--- config.mk ---
export PLATFORM = sky130hd
export DESIGN_NAME = alu_sequencer
export DESIGN_NICKNAME = d
export VERILOG_FILES = /design/src/rtl/alu_sequencer_pkg.sv /design/src/rtl/alu_sequencer_flags.sv /design/src/rtl/alu_sequencer.sv
export SDC_FILE = /design/constraint.sdc
export NUM_CORES = 1
export LEC_CHECK = 0
export ABC_AREA = 1
export CORE_UTILIZATION = 49
export DETAILED_ROUTE_END_ITERATION = 7
export GPL_TIMING_DRIVEN = 1
export PLACE_DENSITY = 0.85
export RECOVER_POWER = 25
export SYNTH_ARGS = -nofsm -noshare
export SYNTH_HDL_FRONTEND = slang
export SYNTH_SLANG_ARGS = --single-unit
--- constraint.sdc ---
create_clock -name clk -period 2.9 [get_ports clk]
set_clock_uncertainty 0.05 [all_clocks]
set_input_delay 0.58 -clock clk [delete_from_list [all_inputs] [get_ports clk]]
set_output_delay 0.58 -clock clk [all_outputs]
set_load 0.02 [all_outputs]
--- src/rtl/alu_sequencer_pkg.sv ---
// Shared definitions for the ALU sequencer.
//   - FSM state encoding (IDLE/LO/HI/DONE)
//   - bit positions inside the {CMP,V,C,N,Z} flag register
//   - control codes (cins) of the ALU ROM used by the decoder and the bench
package alu_sequencer_pkg;

  typedef enum logic [1:0] {
    ST_IDLE = 2'd0,
    ST_LO   = 2'd1,
    ST_HI   = 2'd2,
    ST_DONE = 2'd3
  } state_e;

  localparam int FLAG_Z   = 0;
  localparam int FLAG_N   = 1;
  localparam int FLAG_C   = 2;
  localparam int FLAG_V   = 3;
  localparam int FLAG_CMP = 4;

  localparam logic [7:0] ALU_ADD = 8'h00;
  localparam logic [7:0] ALU_ADC = 8'h01;
  localparam logic [7:0] ALU_SUB = 8'h02;
  localparam logic [7:0] ALU_CMP = 8'h03;

endpackage

--- src/rtl/alu_sequencer_flags.sv ---
// Persistent flag register {CMP,V,C,N,Z} of the ALU sequencer.
// Ports:
//   clk_i, rst_ni  clock / asynchronous active-low reset (to FLAGS_RST)
//   we_i           write strobe, asserted on the edge that completes an op
//   wide_i         completing op is 16-bit (Z covers both bytes, N from hi)
//   lo_i, hi_i     result bytes of the completing op (hi_i = 0 when narrow)
//   c_i, v_i, cmp_i  carryout / overout / cmpo of the final ALU pass
//   flags_o        registered flags
module alu_sequencer_flags
  import alu_sequencer_pkg::*;
#(
  parameter logic [4:0] FLAGS_RST = 5'b00000
) (
  input  logic       clk_i,
  input  logic       rst_ni,
  input  logic       we_i,
  input  logic       wide_i,
  input  logic [7:0] lo_i,
  input  logic [7:0] hi_i,
  input  logic       c_i,
  input  logic       v_i,
  input  logic       cmp_i,
  output logic [4:0] flags_o
);

  logic [4:0] flags_q, flags_d;

  always_comb begin
    flags_d = flags_q;
    if (we_i) begin
      flags_d[FLAG_Z]   = wide_i ? ({hi_i, lo_i} == 16'h0000) : (lo_i == 8'h00);
      flags_d[FLAG_N]   = wide_i ? hi_i[7] : lo_i[7];
      flags_d[FLAG_C]   = c_i;
      flags_d[FLAG_V]   = v_i;
      flags_d[FLAG_CMP] = cmp_i;
    end
  end

  always_ff @(posedge clk_i or negedge rst_ni) begin
    if (!rst_ni) flags_q <= FLAGS_RST;
    else         flags_q <= flags_d;
  end

  assign flags_o = flags_q;

endmodule

--- src/rtl/alu_sequencer.sv ---
// ALU sequencer: initiator between the instruction decoder and a
// combinational 8-bit ALU. Narrow ops take one ALU pass, wide (16-bit) ops
// take two chained passes (low byte, then high byte with the low carry).
// Ports:
//   clk, rst_n                      clock / asynchronous active-low reset
//   req_*                           operation request (valid/ready)
//   rsp_valid/rsp_ready/rsp_result  result handshake, held until taken
//   flags                           {CMP,V,C,N,Z} flag register
//   alu_a/b/cins/oe/carryin         drive to the ALU
//   alu_aluout/carryout/overout/cmpo  ALU results
module alu_sequencer
  import alu_sequencer_pkg::*;
#(
  parameter bit         WIDE_EN   = 1'b1,
  parameter logic [4:0] FLAGS_RST = 5'b00000
) (
  input  logic        clk,
  input  logic        rst_n,
  input  logic        req_valid,
  output logic        req_ready,
  input  logic [7:0]  req_cins,
  input  logic        req_wide,
  input  logic        req_use_carry,
  input  logic        req_setflags,
  input  logic [15:0] req_a,
  input  logic [15:0] req_b,
  output logic        rsp_valid,
  input  logic        rsp_ready,
  output logic [15:0] rsp_result,
  output logic [4:0]  flags,
  output logic [7:0]  alu_a,
  output logic [7:0]  alu_b,
  output logic [7:0]  alu_cins,
  output logic        alu_oe,
  output logic        alu_carryin,
  input  logic [7:0]  alu_aluout,
  input  logic        alu_carryout,
  input  logic        alu_overout,
  input  logic        alu_cmpo
);

  state_e      state_q, state_d;
  logic [7:0]  cins_q;
  logic        wide_q, use_carry_q, setflags_q;
  logic [15:0] a_q, b_q;
  logic [7:0]  res_lo_q, res_hi_q;
  logic        c_lo_q;

  // State register
  always_ff @(posedge clk or negedge rst_n) begin
    if (!rst_n) state_q <= ST_IDLE;
    else        state_q <= state_d;
  end

  // Next-state logic
  always_comb begin
    state_d = state_q;
    unique case (state_q)
      ST_IDLE: if (req_valid) state_d = ST_LO;
      ST_LO:   state_d = wide_q ? ST_HI : ST_DONE;
      ST_HI:   state_d = ST_DONE;
      ST_DONE: if (rsp_ready) state_d = ST_IDLE;
      default: state_d = ST_IDLE;
    endcase
  end

  // Output logic: the ALU is only enabled during the two pass states
  always_comb begin
    req_ready   = (state_q == ST_IDLE);
    rsp_valid   = (state_q == ST_DONE);
    rsp_result  = {res_hi_q, res_lo_q};
    alu_a       = 8'h00;
    alu_b       = 8'h00;
    alu_cins    = 8'h00;
    alu_oe      = 1'b0;
    alu_carryin = 1'b0;
    unique case (state_q)
      ST_LO: begin
        alu_a       = a_q[7:0];
        alu_b       = b_q[7:0];
        alu_cins    = cins_q;
        alu_oe      = 1'b1;
        alu_carryin = use_carry_q & flags[FLAG_C];
      end
      ST_HI: begin
        alu_a       = a_q[15:8];
        alu_b       = b_q[15:8];
        alu_cins    = cins_q;
        alu_oe      = 1'b1;
        alu_carryin = c_lo_q;
      end
      default: ;
    endcase
  end

  // Operand latch and per-pass result capture
  always_ff @(posedge clk or negedge rst_n) begin
    if (!rst_n) begin
      cins_q      <= 8'h00;
      wide_q      <= 1'b0;
      use_carry_q <= 1'b0;
      setflags_q  <= 1'b0;
      a_q         <= 16'h0000;
      b_q         <= 16'h0000;
      res_lo_q    <= 8'h00;
      res_hi_q    <= 8'h00;
      c_lo_q      <= 1'b0;
    end else begin
      unique case (state_q)
        ST_IDLE: if (req_valid) begin
          cins_q      <= req_cins;
          wide_q      <= WIDE_EN & req_wide;
          use_carry_q <= req_use_carry;
          setflags_q  <= req_setflags;
          a_q         <= req_a;
          b_q         <= req_b;
        end
        ST_LO: begin
          res_lo_q <= alu_aluout;
          c_lo_q   <= alu_carryout;
          // Narrow results must read back with a zero high byte.
          res_hi_q <= 8'h00;
        end
        ST_HI: res_hi_q <= alu_aluout;
        default: ;
      endcase
    end
  end

  // Flags are written on the edge that leaves the final pass. In HI the
  // low byte comes from the register captured during LO.
  logic       flag_we, flag_wide;
  logic [7:0] flag_lo, flag_hi;

  assign flag_wide = (state_q == ST_HI);
  assign flag_we   = setflags_q &
                     (flag_wide | ((state_q == ST_LO) & ~wide_q));
  assign flag_lo   = flag_wide ? res_lo_q : alu_aluout;
  assign flag_hi   = flag_wide ? alu_aluout : 8'h00;

  alu_sequencer_flags #(
    .FLAGS_RST(FLAGS_RST)
  ) u_flags (
    .clk_i   (clk),
    .rst_ni  (rst_n),
    .we_i    (flag_we),
    .wide_i  (flag_wide),
    .lo_i    (flag_lo),
    .hi_i    (flag_hi),
    .c_i     (alu_carryout),
    .v_i     (alu_overout),
    .cmp_i   (alu_cmpo),
    .flags_o (flags)
  );

endmodule

==> report_table.html <==
<table>
<tr><th>Metric</th><th>Value</th></tr>
<tr><th colspan="2">Global routing</th></tr>
<tr><td>All-Layer GR Usage</td><td>22.93%</td></tr>
<tr><td>Pin count of the biggest net entering global routing</td><td>40</td></tr>
<tr><td>Initial antenna violation count</td><td>0</td></tr>
<tr><td>Number of global-route vias before repair</td><td>2395</td></tr>
<tr><td>Met3 capacity usage during global routing</td><td>8.462%</td></tr>
<tr><td>Global-route track usage on met1</td><td>29.93%</td></tr>
<tr><td>Met2 Track Usage GR</td><td>35.12%</td></tr>
<tr><td>Layer with the highest usage</td><td>met2</td></tr>
<tr><td>Leftover overflow at the end of global routing</td><td>0</td></tr>
<tr><td>Wire length of the first global-routing pass</td><td>11340 um</td></tr>
<tr><th colspan="2">Yosys</th></tr>
<tr><td>Cells after synthesis</td><td>289</td></tr>
<tr><td>Mapped Nets</td><td>352</td></tr>
<tr><td>Synth warn</td><td>0</td></tr>
<tr><td>Synth Cell Area</td><td>3158 um2</td></tr>
<tr><td>Sequential area share after synthesis</td><td>53.09%</td></tr>
<tr><td>Syn_area_per_cell</td><td>10.93 um2</td></tr>
<tr><td>#FFs+latches synth</td><td>67</td></tr>
<tr><td>Cell variety after synth</td><td>19</td></tr>
<tr><th colspan="2">Setup path</th></tr>
<tr><td>Delay of the slowest critical-path stage</td><td>0.60 ns</td></tr>
<tr><td>Cell type with the highest occurrence count on the critical path</td><td>inv_1</td></tr>
<tr><td>Critical Setup Path Class</td><td>register to output pin</td></tr>
<tr><td>Critical Path Slowest Stage Cell</td><td>clkdlybuf4s50_1</td></tr>
<tr><td>Path depth of the worst reg2reg path</td><td>8</td></tr>
<tr><td>Required @ worst endpoint</td><td>2.27 ns</td></tr>
<tr><td>Kind of capture point of the worst setup path</td><td>output pin</td></tr>
<tr><td>Chain of cells forming the critical path</td><td>inv_1 -&gt; ha_1 -&gt; buf_4 -&gt; nand2_1 -&gt; inv_1 -&gt; clkdlybuf4s50_1</td></tr>
<tr><td>Crit-path leading delay family</td><td>buffers and inverters</td></tr>
<tr><td>Slack of the worst reg-to-reg path</td><td>0.89 ns</td></tr>
<tr><td>Start of the worst register-to-register path</td><td>state_q[0]</td></tr>
<tr><td>Worst-path fanout max</td><td>14</td></tr>
<tr><td>Signal arrival time at the worst endpoint</td><td>2.16 ns</td></tr>
<tr><td>Nature of the critical path startpoint</td><td>register</td></tr>
<tr><td>Buffer and inverter count on the worst path</td><td>4</td></tr>
<tr><td>Reg2reg end</td><td>u_flags.flags_o[0]</td></tr>
<tr><th colspan="2">Power</th></tr>
<tr><td>Int Pwr</td><td>3.318 mW</td></tr>
<tr><td>Max VDD drop</td><td>0.0007717 V</td></tr>
<tr><td>Power density over cell area</td><td>1181 nW/um2</td></tr>
<tr><td>Net switching share of the total power</td><td>38.44%</td></tr>
<tr><td>Clock share of power</td><td>14.8%</td></tr>
<tr><td>Reg power frac</td><td>30.8%</td></tr>
<tr><td>Logic gate share of total power</td><td>54.5%</td></tr>
<tr><td>Static leakage power</td><td>2.433 nW</td></tr>
<tr><td>Switching power summed over all nets</td><td>2.072 mW</td></tr>
<tr><th colspan="2">STA</th></tr>
<tr><td>Setup ws final</td><td>0.1148 ns</td></tr>
<tr><td>Final setup violating endpoints</td><td>0</td></tr>
<tr><td>Share of the cycle needed by the critical path after routing</td><td>96.04%</td></tr>
<tr><td>Final Max Tran Viols</td><td>30</td></tr>
<tr><td>Clock period minus worst slack</td><td>2.785 ns</td></tr>
<tr><td>Worst slew pin tran</td><td>1.530 ns</td></tr>
<tr><td>Fmax</td><td>359.0 MHz</td></tr>
<tr><td>Worst rel slew slack</td><td>-2.005%</td></tr>
<tr><td>Final TNS setup</td><td>0 ns</td></tr>
<tr><td>Worst hold slack</td><td>0.4301 ns</td></tr>
<tr><td>Setup repair after global routing missed its margin</td><td>false</td></tr>
<tr><td>Number of failing hold endpoints at the final stage</td><td>0</td></tr>
<tr><th colspan="2">Clock tree</th></tr>
<tr><td>Clock Pin Slew Worst Setup and Hold Paths</td><td>0.07 ns</td></tr>
<tr><td>CTS Root Cell</td><td>clkbuf_8</td></tr>
<tr><td>Longest Clk Path Bufs</td><td>2</td></tr>
<tr><td>Post CTS Setup Buffer Count</td><td>0</td></tr>
<tr><td>CTS tree</td><td>done</td></tr>
<tr><td>TritonCTS Buffers</td><td>9</td></tr>
<tr><td>Clock Latency Late Sink</td><td>0.33 ns</td></tr>
<tr><td>Total number of H-tree levels</td><td>3</td></tr>
<tr><td>Clk sinks</td><td>67</td></tr>
<tr><th colspan="2">Finish</th></tr>
<tr><td>Synthesis-to-layout area growth</td><td>44.57%</td></tr>
<tr><td>Fraction of final layout cells with drive strength greater than 1</td><td>17.89%</td></tr>
<tr><td>Final nets</td><td>466</td></tr>
<tr><td>Inserted Diodes</td><td>0</td></tr>
<tr><td>Final cell count without fillers</td><td>483</td></tr>
<tr><th colspan="2">Floorplan</th></tr>
<tr><td>Horizontal die dimension</td><td>82.28 um</td></tr>
<tr><td>Core outline area</td><td>6061 um2</td></tr>
<tr><td>Number of placement rows</td><td>28</td></tr>
<tr><td>Overall die area</td><td>6770 um2</td></tr>
<tr><td>Starting density of the core</td><td>52.11%</td></tr>
<tr><td>Boundary Pins</td><td>107</td></tr>
<tr><td>Die extent in y</td><td>82.28 um</td></tr>
<tr><th colspan="2">Min path</th></tr>
<tr><td>Path type of the worst min-delay path</td><td>register to register</td></tr>
<tr><td>Hold_sp</td><td>u_flags.flags_o[3]</td></tr>
<tr><td>Worst Hold Path Cells</td><td>2</td></tr>
<tr><td>Endpoint of the worst hold-timing path</td><td>u_flags.flags_o[3]</td></tr>
<tr><th colspan="2">Run status</th></tr>
<tr><td>Result of the run</td><td>complete, but fails checks</td></tr>
<tr><td>Violated checks</td><td>capacitance limit, slew limit</td></tr>
<tr><th colspan="2">Detailed routing</th></tr>
<tr><td>Ratio of routed vias to standard cells</td><td>5.079</td></tr>
<tr><td>Vias</td><td>2453</td></tr>
<tr><td>Violation count after the first detailed-route iteration</td><td>117</td></tr>
<tr><td>Number of detailed-route iterations in the first pass</td><td>4</td></tr>
<tr><td>Routed wire length</td><td>7362 um</td></tr>
<tr><td>Routed wirelength normalized by instance count</td><td>15.24 um</td></tr>
<tr><td>DRC violations left</td><td>0</td></tr>
<tr><td>Antenna viol nets, final</td><td>0</td></tr>
<tr><th colspan="2">Placed design</th></tr>
<tr><td>HPWL after detailed placement</td><td>5406 um</td></tr>
<tr><td>Post-place setup slack</td><td>0.2960 ns</td></tr>
<tr><td>Number of cells after detailed placement</td><td>467</td></tr>
<tr><td>Buffers added on ports</td><td>106</td></tr>
<tr><td>Routability Congestion</td><td>0.8419</td></tr>
<tr><th colspan="2">Run</th></tr>
<tr><td>Maxcap violations</td><td>1</td></tr>
</table>
==> repair_timing <==
item                                    4_1_cts  5_1_grt
gates resized for setup                       2       17
pin swaps                                     0        0
cloned                                        0        0
endpoints found under the setup margin       10       16
hold buffers                                  0        0
==> routing by layer <==
layer / up-vias / share of wire [%]
li1: 1176 / -
met1: 1168 / 44
met2: 99 / 47
met3: 10 / 8.0
met4: 0 / 1.1
met5: - / 0
==> worst min-delay path, stage by stage (launching register included) <==
cell	delay (ns)
dfrtp_1	0.35
nand2_1	0.05
nand2_1	0.05
==> state kept, by name, summed over array words and instances (netlist names) <==
signal           cells
use_carry_q          1
u_flags.flags_o      5
setflags_q           1
c_lo_q               1
state_q              2
cins_q               8
res_lo_q             8
a_q                 16
res_hi_q             8
b_q                 16
wide_q               1
==> power by group through the flow <==
stage / clock [mW] / combinational, mW / sequential [mW]
finish: 0.797 / 2.94 / 1.66
global route: 0.849 / 3.16 / 1.71
CTS: 0.807 / 2.97 / 1.66
detailed placement: 0 / 2.95 / 1.67
global placement: 0 / 2.87 / 1.65
floorplan: 0 / 1.71 / 1.72
==> cell usage in the layout, fill, tap and decap left out, types with 2 or more instances in the layout <==
master	netlist	routed
clkbuf_8	0	12
o31ai_1	3	3
ha_1	5	4
inv_1	20	20
mux2_2	8	8
clkbuf_1	5	4
o21ai_0	9	9
a21oi_1	22	22
nor2_1	12	12
dlymetal6s2s_1	0	16
nand2_2	2	2
nand3_1	13	13
clkdlybuf4s50_1	0	88
dfrtp_1	67	67
nand2_1	73	73
mux2_4	38	38
buf_4	1	9
==> cell usage after synthesis (all sizes together) <==
library cell   n  area [um2]
nand2         75       286.5
dfrtp         67        1677
mux2          46       660.6
a21oi         22       110.1
inv           20       75.07
nand3         13       65.06
nor2          12       45.04
buf            9       72.57
o21ai          9       45.04
clkbuf         5       18.77
ha             5       62.56
o31ai          3       22.52
nand4          1       6.260
nor3           1       5.000
o22ai          1       6.260
==> cells by family (layout without fill, tap and decap cells) <==
logic type | Yosys count | after routing | share of synthesized area (%)
compound gates | 35 | 35 | 5.824
buf+inv | 34 | 153 | 5.269
mux | 46 | 46 | 20.92
fa+ha+maj | 5 | 5 | 1.981
flops | 67 | 67 | 53.09
simple gates | 102 | 102 | 12.92
==> area by class of cell <==
class / count / area (um2)
Sequential cell: 67 / 1677
Fill cell: 409 / 1495
Multi-Input combinational cell: 188 / 1328
Timing Repair Buffer: 117 / 1186
Clock buffer: 15 / 176.4
Tap cell: 75 / 93.84
Inverter: 20 / 75.07
Clock inverter: 1 / 30.03
==> metrics by stage <==
stage               area (um2)  util [%]  power, mW
global route              4566     75.33      5.718
global placement          4324     71.35      4.516
detailed placement        4324     71.35      4.617
finish                    4566     75.33      5.390
CTS                       4532     74.77      5.432
floorplan                 3158         -      3.426
==> how the worst max path moves through the flow <==
| stage | from | end | slack (ns) | cells after the start |
|---|---|---|---|---|
| final | state_q[1] | alu_cins[6] | 0.11 | 6 |
| after global routing | state_q[1] | alu_cins[3] | 0.005 | 6 |
| after CTS | state_q[1] | alu_a[3] | 0.01 | 6 |
| after detailed placement | state_q[0] | alu_a[3] | 0.30 | 6 |
| after global placement | state_q[0] | alu_carryin | 0.40 | 6 |
| after floorplan | state_q[1] | alu_a[0] | 0.62 | 6 |
Note: power is estimated with default switching activity, not from simulation.
